[config.mk]
export PLATFORM = sky130hd
export DESIGN_NAME = debounce_edge_detect_flat
export DESIGN_NICKNAME = d
export VERILOG_FILES = /design/src/rtl/debounce_edge_detect_pkg.sv /design/src/rtl/debounce_edge_detect_if.sv /design/src/rtl/debounce_edge_detect_sync_chain.sv /design/src/rtl/debounce_edge_detect.sv /design/src/flat_wrapper.sv
export SDC_FILE = /design/constraint.sdc
export NUM_CORES = 1
export LEC_CHECK = 0
export CORE_MARGIN = 3
export CORE_UTILIZATION = 28
export DETAILED_ROUTE_END_ITERATION = 7
export HOLD_SLACK_MARGIN = 0.12
export PLACE_DENSITY = 0.48
export SYNTH_ARGS = -nofsm -noshare
export SYNTH_HDL_FRONTEND = slang
export SYNTH_SLANG_ARGS = --single-unit
[constraint.sdc]
create_clock -name clk -period 1.55 [get_ports clk]
set_input_delay 0.465 -clock clk [delete_from_list [all_inputs] [get_ports clk]]
set_output_delay 0.465 -clock clk [all_outputs]
set_load 0.02 [all_outputs]
[src/rtl/debounce_edge_detect_pkg.sv]
// Shared definitions for the debounce/edge-detect block: filter state encoding and helpers.
package debounce_edge_detect_pkg;

    typedef enum logic [1:0] {
        LOW     = 2'd0,
        WAIT_HI = 2'd1,
        HIGH    = 2'd2,
        WAIT_LO = 2'd3
    } db_state_e;

    // Clean level implied by a filter state: a pending change still reports the old level.
    function automatic logic level_of(input db_state_e s);
        return (s == HIGH) || (s == WAIT_LO);
    endfunction

    function automatic logic is_waiting(input db_state_e s);
        return (s == WAIT_HI) || (s == WAIT_LO);
    endfunction

endpackage

[src/rtl/debounce_edge_detect_if.sv]
// Raw input, sample strobe and conditioned outputs of one debounced line.
interface debounce_edge_detect_if;
    logic din;
    logic sample_en;
    logic q;
    logic rise;
    logic fall;
    logic busy;

    modport master (
        output din, sample_en,
        input  q, rise, fall, busy
    );

    modport slave (
        input  din, sample_en,
        output q, rise, fall, busy
    );
endinterface

[src/rtl/debounce_edge_detect_sync_chain.sv]
// Generic multi-flop synchroniser for a single asynchronous bit; shared by other CDC inputs.
module sync_chain #(
    parameter int STAGES = 2
) (
    input  logic clk,
    input  logic reset,
    input  logic d,
    output logic q
);
    logic [STAGES-1:0] ff;

    always_ff @(posedge clk or negedge reset) begin
        if (!reset) ff <= '0;
        else        ff <= {ff[STAGES-2:0], d};
    end

    assign q = ff[STAGES-1];
endmodule

[src/rtl/debounce_edge_detect.sv]
// Synchronises and debounces one bouncy asynchronous input, producing a clean level
// plus registered one-cycle rise/fall pulses.
module debounce_edge_detect
    import debounce_edge_detect_pkg::*;
#(
    parameter int SYNC_STAGES   = 2,
    parameter int STABLE_CYCLES = 16
) (
    input  logic                   clk,
    input  logic                   reset,
    debounce_edge_detect_if.slave  bus
);
    localparam int CNT_W = $clog2(STABLE_CYCLES + 1);
    localparam logic [CNT_W-1:0] CNT_LAST = CNT_W'(STABLE_CYCLES - 1);

    if (SYNC_STAGES < 2) begin : g_bad_sync
        $error("debounce_edge_detect: SYNC_STAGES must be >= 2");
    end
    if (STABLE_CYCLES < 1) begin : g_bad_stable
        $error("debounce_edge_detect: STABLE_CYCLES must be >= 1");
    end

    logic             sync;
    db_state_e        state, state_nx;
    logic [CNT_W-1:0] cnt, cnt_nx;
    logic             q_r, rise_r, fall_r, busy_r;
    logic             lvl_cur, lvl_nx;

    sync_chain #(.STAGES(SYNC_STAGES)) u_sync (
        .clk   (clk),
        .reset (reset),
        .d     (bus.din),
        .q     (sync)
    );

    assign lvl_cur = level_of(state);
    assign lvl_nx  = level_of(state_nx);

    // A mismatching sample either advances the count or, on the last one, commits the level;
    // a matching sample abandons any pending change.
    always_comb begin
        state_nx = state;
        cnt_nx   = cnt;
        if (bus.sample_en) begin
            if (sync != lvl_cur) begin
                if (cnt == CNT_LAST) begin
                    state_nx = sync ? HIGH : LOW;
                    cnt_nx   = '0;
                end else begin
                    state_nx = sync ? WAIT_HI : WAIT_LO;
                    cnt_nx   = cnt + CNT_W'(1);
                end
            end else begin
                state_nx = sync ? HIGH : LOW;
                cnt_nx   = '0;
            end
        end
    end

    always_ff @(posedge clk or negedge reset) begin
        if (!reset) begin
            state <= LOW;
            cnt   <= '0;
        end else begin
            state <= state_nx;
            cnt   <= cnt_nx;
        end
    end

    // Outputs are registered from the next state so they line up with state/cnt.
    always_ff @(posedge clk or negedge reset) begin
        if (!reset) begin
            q_r    <= 1'b0;
            rise_r <= 1'b0;
            fall_r <= 1'b0;
            busy_r <= 1'b0;
        end else begin
            q_r    <= lvl_nx;
            rise_r <= lvl_nx & ~lvl_cur;
            fall_r <= ~lvl_nx & lvl_cur;
            busy_r <= is_waiting(state_nx);
        end
    end

    assign bus.q    = q_r;
    assign bus.rise = rise_r;
    assign bus.fall = fall_r;
    assign bus.busy = busy_r;
endmodule

[src/flat_wrapper.sv]
// flat-port wrapper written by rule: the top's interface ports become plain ports
module debounce_edge_detect_flat import debounce_edge_detect_pkg::*;
#(
    parameter int SYNC_STAGES   = 2,
    parameter int STABLE_CYCLES = 16
)
  (clk, reset, bus_din, bus_sample_en, bus_q, bus_rise, bus_fall, bus_busy);
  debounce_edge_detect_if bus_i ();
  input  logic clk;
  input  logic reset;
  input wire logic [$bits(bus_i.din)-1:0] bus_din;
  input wire logic [$bits(bus_i.sample_en)-1:0] bus_sample_en;
  output wire logic [$bits(bus_i.q)-1:0] bus_q;
  output wire logic [$bits(bus_i.rise)-1:0] bus_rise;
  output wire logic [$bits(bus_i.fall)-1:0] bus_fall;
  output wire logic [$bits(bus_i.busy)-1:0] bus_busy;
  assign bus_i.din = bus_din;
  assign bus_i.sample_en = bus_sample_en;
  assign bus_q = bus_i.q;
  assign bus_rise = bus_i.rise;
  assign bus_fall = bus_i.fall;
  assign bus_busy = bus_i.busy;
  debounce_edge_detect #(.SYNC_STAGES(SYNC_STAGES), .STABLE_CYCLES(STABLE_CYCLES)) u_core (.clk(clk), .reset(reset), .bus(bus_i));
endmodule
Word-level counts from Yosys, hierarchy flattened
Cells that the tools add are included.
{ "totals": {"ff_bits": 13, "elab_cells": 29} }
{ "op_classes": {"addsub": 1, "eq_ne": 7, "n_mux": 7, "n_bitwise": 4, "reduce_logical": 3} }
{ "ops": {"columns": ["op", "count"], "rows": [
  ["2-to-1 mux 2 bit", 5],
  ["2-to-1 mux 5 bit", 2],
  ["== test 2 bit, second input constant", 4],
  ["adder 5 x 1 -> 5 bit, second input constant", 1],
  ["== test 5 x 4 -> 1 bit, second input constant", 1],
  ["logical OR 1 bit", 3],
  ["bitwise AND 1 bit", 2],
  ["== test 2 x 1 -> 1 bit, second input constant", 1],
  ["inverter 1 bit", 2],
  ["inequality test 1 bit", 1]
]} }

Depth between registers and ports, before layout
Gate-level depths: netlist of run 1.
{ "logic_depth": {"depth_word": 9, "mapped_depth": 4} }

Hierarchy
Synthesis of run 1 repeated with hierarchy kept, for this count alone.
{ "unflattened": {"cells_unflattened": 38, "area_unflattened_um2": 494.2} }
{ "by_module_without_submodules": {"columns": ["mod", "n_inst", "cells_each", "area_per_inst_um2", "seq_area_each_um2"], "rows": [
  ["debounce_edge_detect", 1, 36, 444.2, 250.2],
  ["sync_chain", 1, 2, 50.0, 50.0]
]} }

Least setup slack after synthesis of run 1
Ideal clock, no wire load.
{ "synth_path": {"path_type": "flip-flop to flip-flop", "startpoint": "register u_core.cnt[0]", "endpoint": "register u_core.q_r (netlist: u_core.bus.q)", "t_arrival_ns": 1.343, "t_required_ns": 1.423, "path_slack_ns": 0.079, "path_stages_with_launch": 5, "path_buffers": 0, "period_less_slack_ns": 1.471, "cell_sequence": "dfrtp_1 > ha_1 > nand3_2 > or3b_4 > mux2_1"} }
{ "synth_via": {"elab_chain_cells": 6, "word_cells_on_any_way": 7} }
{ "synth_rtl": {"columns": ["element", "line", "rtl"], "rows": [
  ["from (decl)", "debounce_edge_detect.sv:25", "logic [CNT_W-1:0] cnt, cnt_nx;"],
  ["from (signal assigned)", "debounce_edge_detect.sv:66", "cnt <= cnt_nx;"],
  ["== test 5 x 4 -> 1 bit *", "debounce_edge_detect.sv:46", "if (cnt == CNT_LAST) begin"],
  ["2-to-1 mux 2 bit *", "debounce_edge_detect.sv:46", null],
  ["2-to-1 mux 2 bit *", "debounce_edge_detect.sv:45", "if (sync != lvl_cur) begin"],
  ["2-to-1 mux 2 bit *", "debounce_edge_detect.sv:44", "if (bus.sample_en) begin"],
  ["== test 2 bit", "debounce_edge_detect_pkg.sv:13", "return (s == HIGH) || (s == WAIT_LO);"],
  ["logical OR 1 bit *", "debounce_edge_detect_pkg.sv:13", null],
  ["net u_core.lvl_nx", "debounce_edge_detect.sv:27", "logic lvl_cur, lvl_nx;"],
  ["to (signal assigned)", "debounce_edge_detect.sv:78", "q_r <= lvl_nx;"],
  ["to (decl)", "debounce_edge_detect.sv:26", "logic q_r, rise_r, fall_r, busy_r;"]
]} }
The timed path passes the listed nets; every way through them passes the cells marked *.
A chain may end at the register's enable or synchronous reset.

Worst setup path in the final report of run 1
{ "layout_path": {"startpoint": "register u_core.cnt[1]", "endpoint": "register u_core.q_r (netlist: u_core.bus.q)"} }
Same word-level chain as after synthesis.

==> results.yml, run 1 <==
clocking:
  cts_buffer_depth: 2
  cts_root_buf: "clkbuf_4"
  clk_pin_slew_worst_paths_ns: 0.08
  htree_num_levels: 1
  cts_tree: "built"
  clock_latency_ns: 0.27
  numCtsBuffers: 3
  clock_sinks: 12
routing:
  dr_wl_met2_um: 400
  dr.first_iter.drc_count: 9
  top_layer_used: "met3"
  viasPerCell: 4.41
  wl_met3_um: 50
  ant_nets: 0
  wl_per_cell_um: 10.5
  wl_met1_um: 412
  drc_errors: 0
  dr_total_vias: 362
  drt_pass1_iterations: 4
  postRouteWirelength_um: 863
logic_synthesis:
  synthesis.area_um2: 517
  synth_cell_types: 20
  synth.avg_cell_area_um2: 12.6
  ys_async_sr_fraction_pct: 100
  synth_edf_count: 0
  synthFlopType: "dfrtp_1"
  synth_top_area_share_pct: 58.1
  synth_area_leader_cell: "dfrtp_1"
  synth_nets: 46
  synth-seq-cells: 12
  yosysWarnings: 0
  ys_seq_area_share_pct: 58.1
  yosys-top-cells-area: "dfrtp_1, mux2_1, mux2i_1"
  netlist_instances: 41
pwr:
  p_int_mw: 0.521
  ir_worst_vdd_v: 0.000500
  p_switching_mw: 0.158
  combPwrFrac_pct: 12.5
  total_power_mw: 0.679
  power_frac_seq_pct: 51.3
  power.leakage_nw: 0.336
  power_density_mw_per_mm2: 971
  p_sw_share_pct: 23.3
  clock_power_share_pct: 36.2
final_layout:
  final_common_cell: "dfrtp_1"
  drive_above_1_share_pct: 29.3
  final_area_um2: 699
  area_growth_pct: 35.4
  diodes: 0
  fin_nets: 64
  fillers: 165
  layout_common_cells: "dfrtp_1, buf_4, inv_1, dlygate4sd2_1"
  stdcell_count: 82
outcome:
  run_status: "finished clean"
timing:
  hold_violations: 0
  worst_slew_pin_slew_ns: 0.258
  relSlewSlack_pct: 82.7
  min_period_ns: 1.51
  clock_skew_ns: 0.00262
  timing.fmax_mhz: 664
  finalSetupTns_ns: 0
  finalMaxSlewViolations: 0
  setup_viol_count_final: 0
  post-route-period-util_pct: 97.1
setup_path:
  worstPathCellList: "ha_2 -> nand3_2 -> or3b_4 -> mux2_1"
  slowest_stage: "or3b_4"
  startpoint: "u_core.cnt[1]"
  path_max_fanout: 3
  r2r_slack_ns: 0.04
  end_kind: "flip-flop"
  cp.arrival_ns: 1.66
  crit_required_ns: 1.70
  critical_path_class: "flip-flop to flip-flop"
  r2r-end: "u_core.bus.q"
  slowest_delay_ns: 0.40
  r2r_cells: 4
  worstReg2RegStart: "u_core.cnt[1]"
  cp-start-kind: "flip-flop"
floorplanning:
  die_area_mm2: 0.00240
  num_rows: 14
  io_pins: 8
  start_util_pct: 32.1
  die_h_um: 49.0
  fp.dieW_um: 49.0
  fp.coreArea_mm2: 0.00161
global_route:
  grt_usage_pct: 7.62
  overflow: 0
  grt_pass1_wl_um: 1330
  grt_pass1_vias: 322
  grt_antenna_before_repair: 0
  grt_max_degree: 13
placement:
  place_congestion: 0.637
  numPortBuffers: 7
  placedCellCount: 77
  dpl.hpwl_um: 610
  dpl_cell_area_um2: 658
worst_hold_path:
  hold_depth: 0
  hp-class: "flip-flop to flip-flop"
  hold_end: "u_core.u_sync.ff[1]"
  hold_start: "u_core.u_sync.ff[0]"
flow_run:
  timing.max_cap.violations: 0
metrics by stage:
| stage | setup WS [ns] | util (%) | hold slack (ns) |
|---|---|---|---|
| 2_1_floorplan | 0.0795 | - | 0.169 |
| 3_3_place_gp | -0.206 | 40.8 | 0.335 |
| 3_5_place_dp | -0.230 | 40.8 | 0.336 |
| 4_1_cts | 0.0362 | 42.8 | 0.353 |
| 5_1_grt | -0.00660 | 43.4 | 0.357 |
| 6_report | 0.0442 | 43.4 | 0.356 |
registers in the layout (all words and copies together), names as in the netlist:
name,cells
u_core.bus.q,1
u_core.bus.rise,1
u_core.cnt,5
u_core.bus.fall,1
u_core.u_sync.ff,2
u_core.state,2
power groups by stage:
stage / registers (mW) / clock network [mW] / logic, mW
after CTS: 0.348 / 0.256 / 0.0792
after global placement: 0.352 / 0 / 0.0782
after detailed placement: 0.354 / 0 / 0.0809
final: 0.348 / 0.246 / 0.0848
after floorplan: 0.355 / 0 / 0.0399
after global routing: 0.351 / 0.270 / 0.0933
critical path: cells and delay by family, from the launching register on:
kind / cells / cell delay (ns)
adders and majority gates: 1 / 0.21
DFF: 1 / 0.38
muxes: 1 / 0.31
and+or+nand+nor: 2 / 0.49
what timing repair did:
action / CTS / global route
hold buffers: 0 / 0
endpoints found under the setup margin: 4 / 3
setup buffers: 0 / 1
gates cloned: 0 / 0
gates resized for setup: 4 / 1
metal layers:
layer / track usage, % / vias to the layer above
li1: - / 180
met1: 8.92 / 173
met2: 10.2 / 9
met3: 4.28 / 0
met4: 5.69 / 0
met5: 0 / -
cells by family (layout without fill, tap and decap cells):
kind of cell	after synthesis	in the layout	synth area share, %
xor+xnor	1	1	1.70
flops	12	12	58.1
buf+inv	5	22	3.63
fa+ha+maj	1	1	2.42
mux	4	4	8.23
compound gates	6	6	9.69
simple gates	12	12	16.2
cell usage after synthesis (2+ instances only):
master / instances
nand3_1: 2
o21ai_0: 2
mux2_1: 2
dfrtp_1: 12
a21boi_0: 2
inv_1: 4
nor3b_1: 2
mux2i_1: 2
nand2b_1: 2
how the worst max path moves through the flow:
stage | to | cells past startpoint
CTS | u_core.bus.q | 4
global route | u_core.bus.rise | 5
detailed placement | u_core.bus.q | 3
global placement | u_core.bus.q | 3
finish | u_core.bus.q | 4
floorplan | u_core.bus.q | 4
cell type report:
| cell class | count | area, um2 | share of cell area, % |
|---|---|---|---|
| Tap cell | 24 | 30.0 | 4.29 |
| Timing Repair Buffer | 14 | 118 | 16.8 |
| Multi-Input combinational cell | 24 | 200 | 28.6 |
| Inverter | 4 | 15.0 | 2.15 |
| Clock buffer | 4 | 36.3 | 5.19 |
| Sequential cell | 12 | 300 | 42.9 |
No activity file was read; power rests on OpenSTA's default activity.
==> run 2: changes to the inputs <==
--- a/config.mk
+++ b/config.mk
@@ -8,6 +8,7 @@
 export CORE_MARGIN = 3
 export CORE_UTILIZATION = 28
 export DETAILED_ROUTE_END_ITERATION = 7
+export GPL_TIMING_DRIVEN = 0
 export HOLD_SLACK_MARGIN = 0.12
 export PLACE_DENSITY = 0.48
 export SYNTH_ARGS = -nofsm -noshare
==> run 2 against run 1 <==
Power increased by 1.1%. Maximum frequency increased by 0.14%. Cell area decreased by 1.3%. Register-to-register slack about the same. Sequential power increased by 2%. Die area unchanged. Worst hold slack got worse by 0.0042 ns. Clock power increased by 2%. Combinational power decreased by 4.6%. Critical path type unchanged. Critical endpoint is now u_core.state[1]. Highest routed layer is now met4.
==> results.yml, run 2 (synthesis results as in run 1) <==
outcome:
  run_status: "finished clean"
floorplanning:
  die_area_mm2: 0.00240
  num_rows: 14
  start_util_pct: 32.1
  fp.coreArea_mm2: 0.00161
  die_h_um: 49.0
  fp.dieW_um: 49.0
  io_pins: 8
global_route:
  overflow: 0
  grt.busiest_layer: "met2"
  use_met2_pct: 13.8
  grt_pass1_wl_um: 1680
  grt_max_degree: 13
  grt_pass1_vias: 389
  grt_antenna_before_repair: 0
  grt_usage_pct: 9.35
  globalRouteMet1Util_pct: 11.2
  grtUsageMet3_pct: 3.06
final_layout:
  largest_register: "u_core.cnt"
  fillers: 164
  layout_common_cells: "dfrtp_1, inv_1, dlygate4sd2_1, clkbuf_4, clkdlybuf4s50_1"
  largest_register_ff_count: 5
  drive_above_1_share_pct: 25.9
  reg_top3: "u_core.cnt (5), u_core.state (2), u_core.u_sync.ff (2)"
  fin_nets: 60
  final_common_cell: "dfrtp_1"
  area_growth_pct: 33.7
  diodes: 0
pwr:
  ir_worst_vdd_v: 0.000386
  power.leakage_nw: 0.321
  total_power_mw: 0.686
  power_density_mw_per_mm2: 994
placement:
  dp_slack_ns: -0.249
  place_congestion: 0.622
  dpl.hpwl_um: 620
  numPortBuffers: 7
setup_path:
  cp.arrival_ns: 1.67
  path_max_fanout: 4
  r2r-end: "u_core.state[1]"
  worstReg2RegStart: "u_core.cnt[0]"
  cp-start-kind: "flip-flop"
  critical_path_class: "flip-flop to flip-flop"
  startpoint: "u_core.cnt[0]"
  r2r_slack_ns: 0.05
  r2r_cells: 4
  end_kind: "flip-flop"
  crit_required_ns: 1.71
  endpoint: "u_core.state[1]"
worst_hold_path:
  hp-class: "flip-flop to flip-flop"
routing:
  postRouteWirelength_um: 937
  drc_errors: 0
  wl_per_cell_um: 12.0
  ant_nets: 0
  dr_total_vias: 358
  drt_pass1_iterations: 4
  viasPerCell: 4.59
  dr.first_iter.drc_count: 7
clocking:
  holdBufCountCts: 0
  htree_num_levels: 1
  clock_latency_ns: 0.27
  clk_pin_slew_worst_paths_ns: 0.08
  numCtsBuffers: 3
  cts_buffer_depth: 2
  cts_tree: "built"
  cts_root_buf: "clkbuf_4"
  clock_sinks: 12
timing:
  worst_slew_pin_slew_ns: 0.524
  setup_viol_count_final: 0
  hold_violations: 0
  finalWorstSetupSlack_ns: 0.0463
  clock_skew_ns: 0.00425
  relSlewSlack_pct: 65.0
  min_period_ns: 1.50
  finalMaxSlewViolations: 0
  rsz0062_at_grt: "true"
  post-route-period-util_pct: 97.0
  timing.fmax_mhz: 665
flow_run:
  timing.max_cap.violations: 0
==> run 2: changes by cell type in the layout (fill, tap and decap cells not counted) <==
cell and delta:
buf_4 -5, mux2_1 -2, mux2_4 +2, clkbuf_1 +1
ha_2 -1, ha_4 +1, nand3_2 -1, nand3_4 +1
==> run 2: layer usage <==
metal  vias up  share of wire, %
li1        170                 -
met4         0               2.0
met2         9                50
met3         2               4.1
met5         -                 0
met1       177                44
==> run 2: how the worst min path moves through the flow <==
stage	from	depth (start not counted)	end
3_5_place_dp	u_core.u_sync.ff[0]	0	u_core.u_sync.ff[1]
6_report	u_core.u_sync.ff[0]	0	u_core.u_sync.ff[1]
4_1_cts	u_core.u_sync.ff[0]	0	u_core.u_sync.ff[1]
3_3_place_gp	u_core.u_sync.ff[0]	0	u_core.u_sync.ff[1]
5_1_grt	u_core.u_sync.ff[0]	0	u_core.u_sync.ff[1]
2_1_floorplan	reset	0	u_core.bus.fall
==> run 2: critical path, cell delays in order (launching register included) <==
cell and delay, ns:
dfrtp_1 0.41, ha_4 0.18, nand3_4 0.08, or3b_4 0.42, mux2_4 0.31
==> run 2: per-stage QoR <==
| stage | util (%) | hold WS [ns] | cell area [um2] | setup TNS (ns) | std cells |
|---|---|---|---|---|---|
| 2_1_floorplan | - | 0.169 | 517 | 0 | 41 |
| 3_3_place_gp | 38.3 | 0.333 | 617 | -0.766 | 72 |
| 3_5_place_dp | 38.3 | 0.337 | 617 | -1.10 | 72 |
| 4_1_cts | 40.8 | 0.355 | 658 | 0 | 77 |
| 5_1_grt | 42.9 | 0.373 | 691 | -0.0294 | 78 |
| 6_report | 42.9 | 0.352 | 691 | 0 | 78 |
==> run 2: area by class of cell <==
| cell class | count | area, um2 | area share [%] |
|---|---|---|---|
| sequential | 12 | 300 | 43.5 |
| timing repair buffer | 9 | 80.1 | 11.6 |
| tap | 24 | 30.0 | 4.35 |
| inverter | 4 | 15.0 | 2.17 |
| buffer | 1 | 3.75 | 0.543 |
| multi-input combinational | 24 | 225 | 32.6 |
| clock buffer | 4 | 36.3 | 5.25 |
==> run 2: repair_timing <==
item                                    4_1_cts  5_1_grt
gates cloned                                  0        0
gates resized for setup                       5        4
pin swaps                                     0        0
endpoints found under the setup margin        6        3
buffers inserted                              1        1
==> run 2: where the power goes <==
part	leakage, nW	switching [mW]	internal, mW
sequential	0.158	0.0219	0.333
clock	0.0210	0.108	0.143
combinational	0.143	0.0386	0.0423
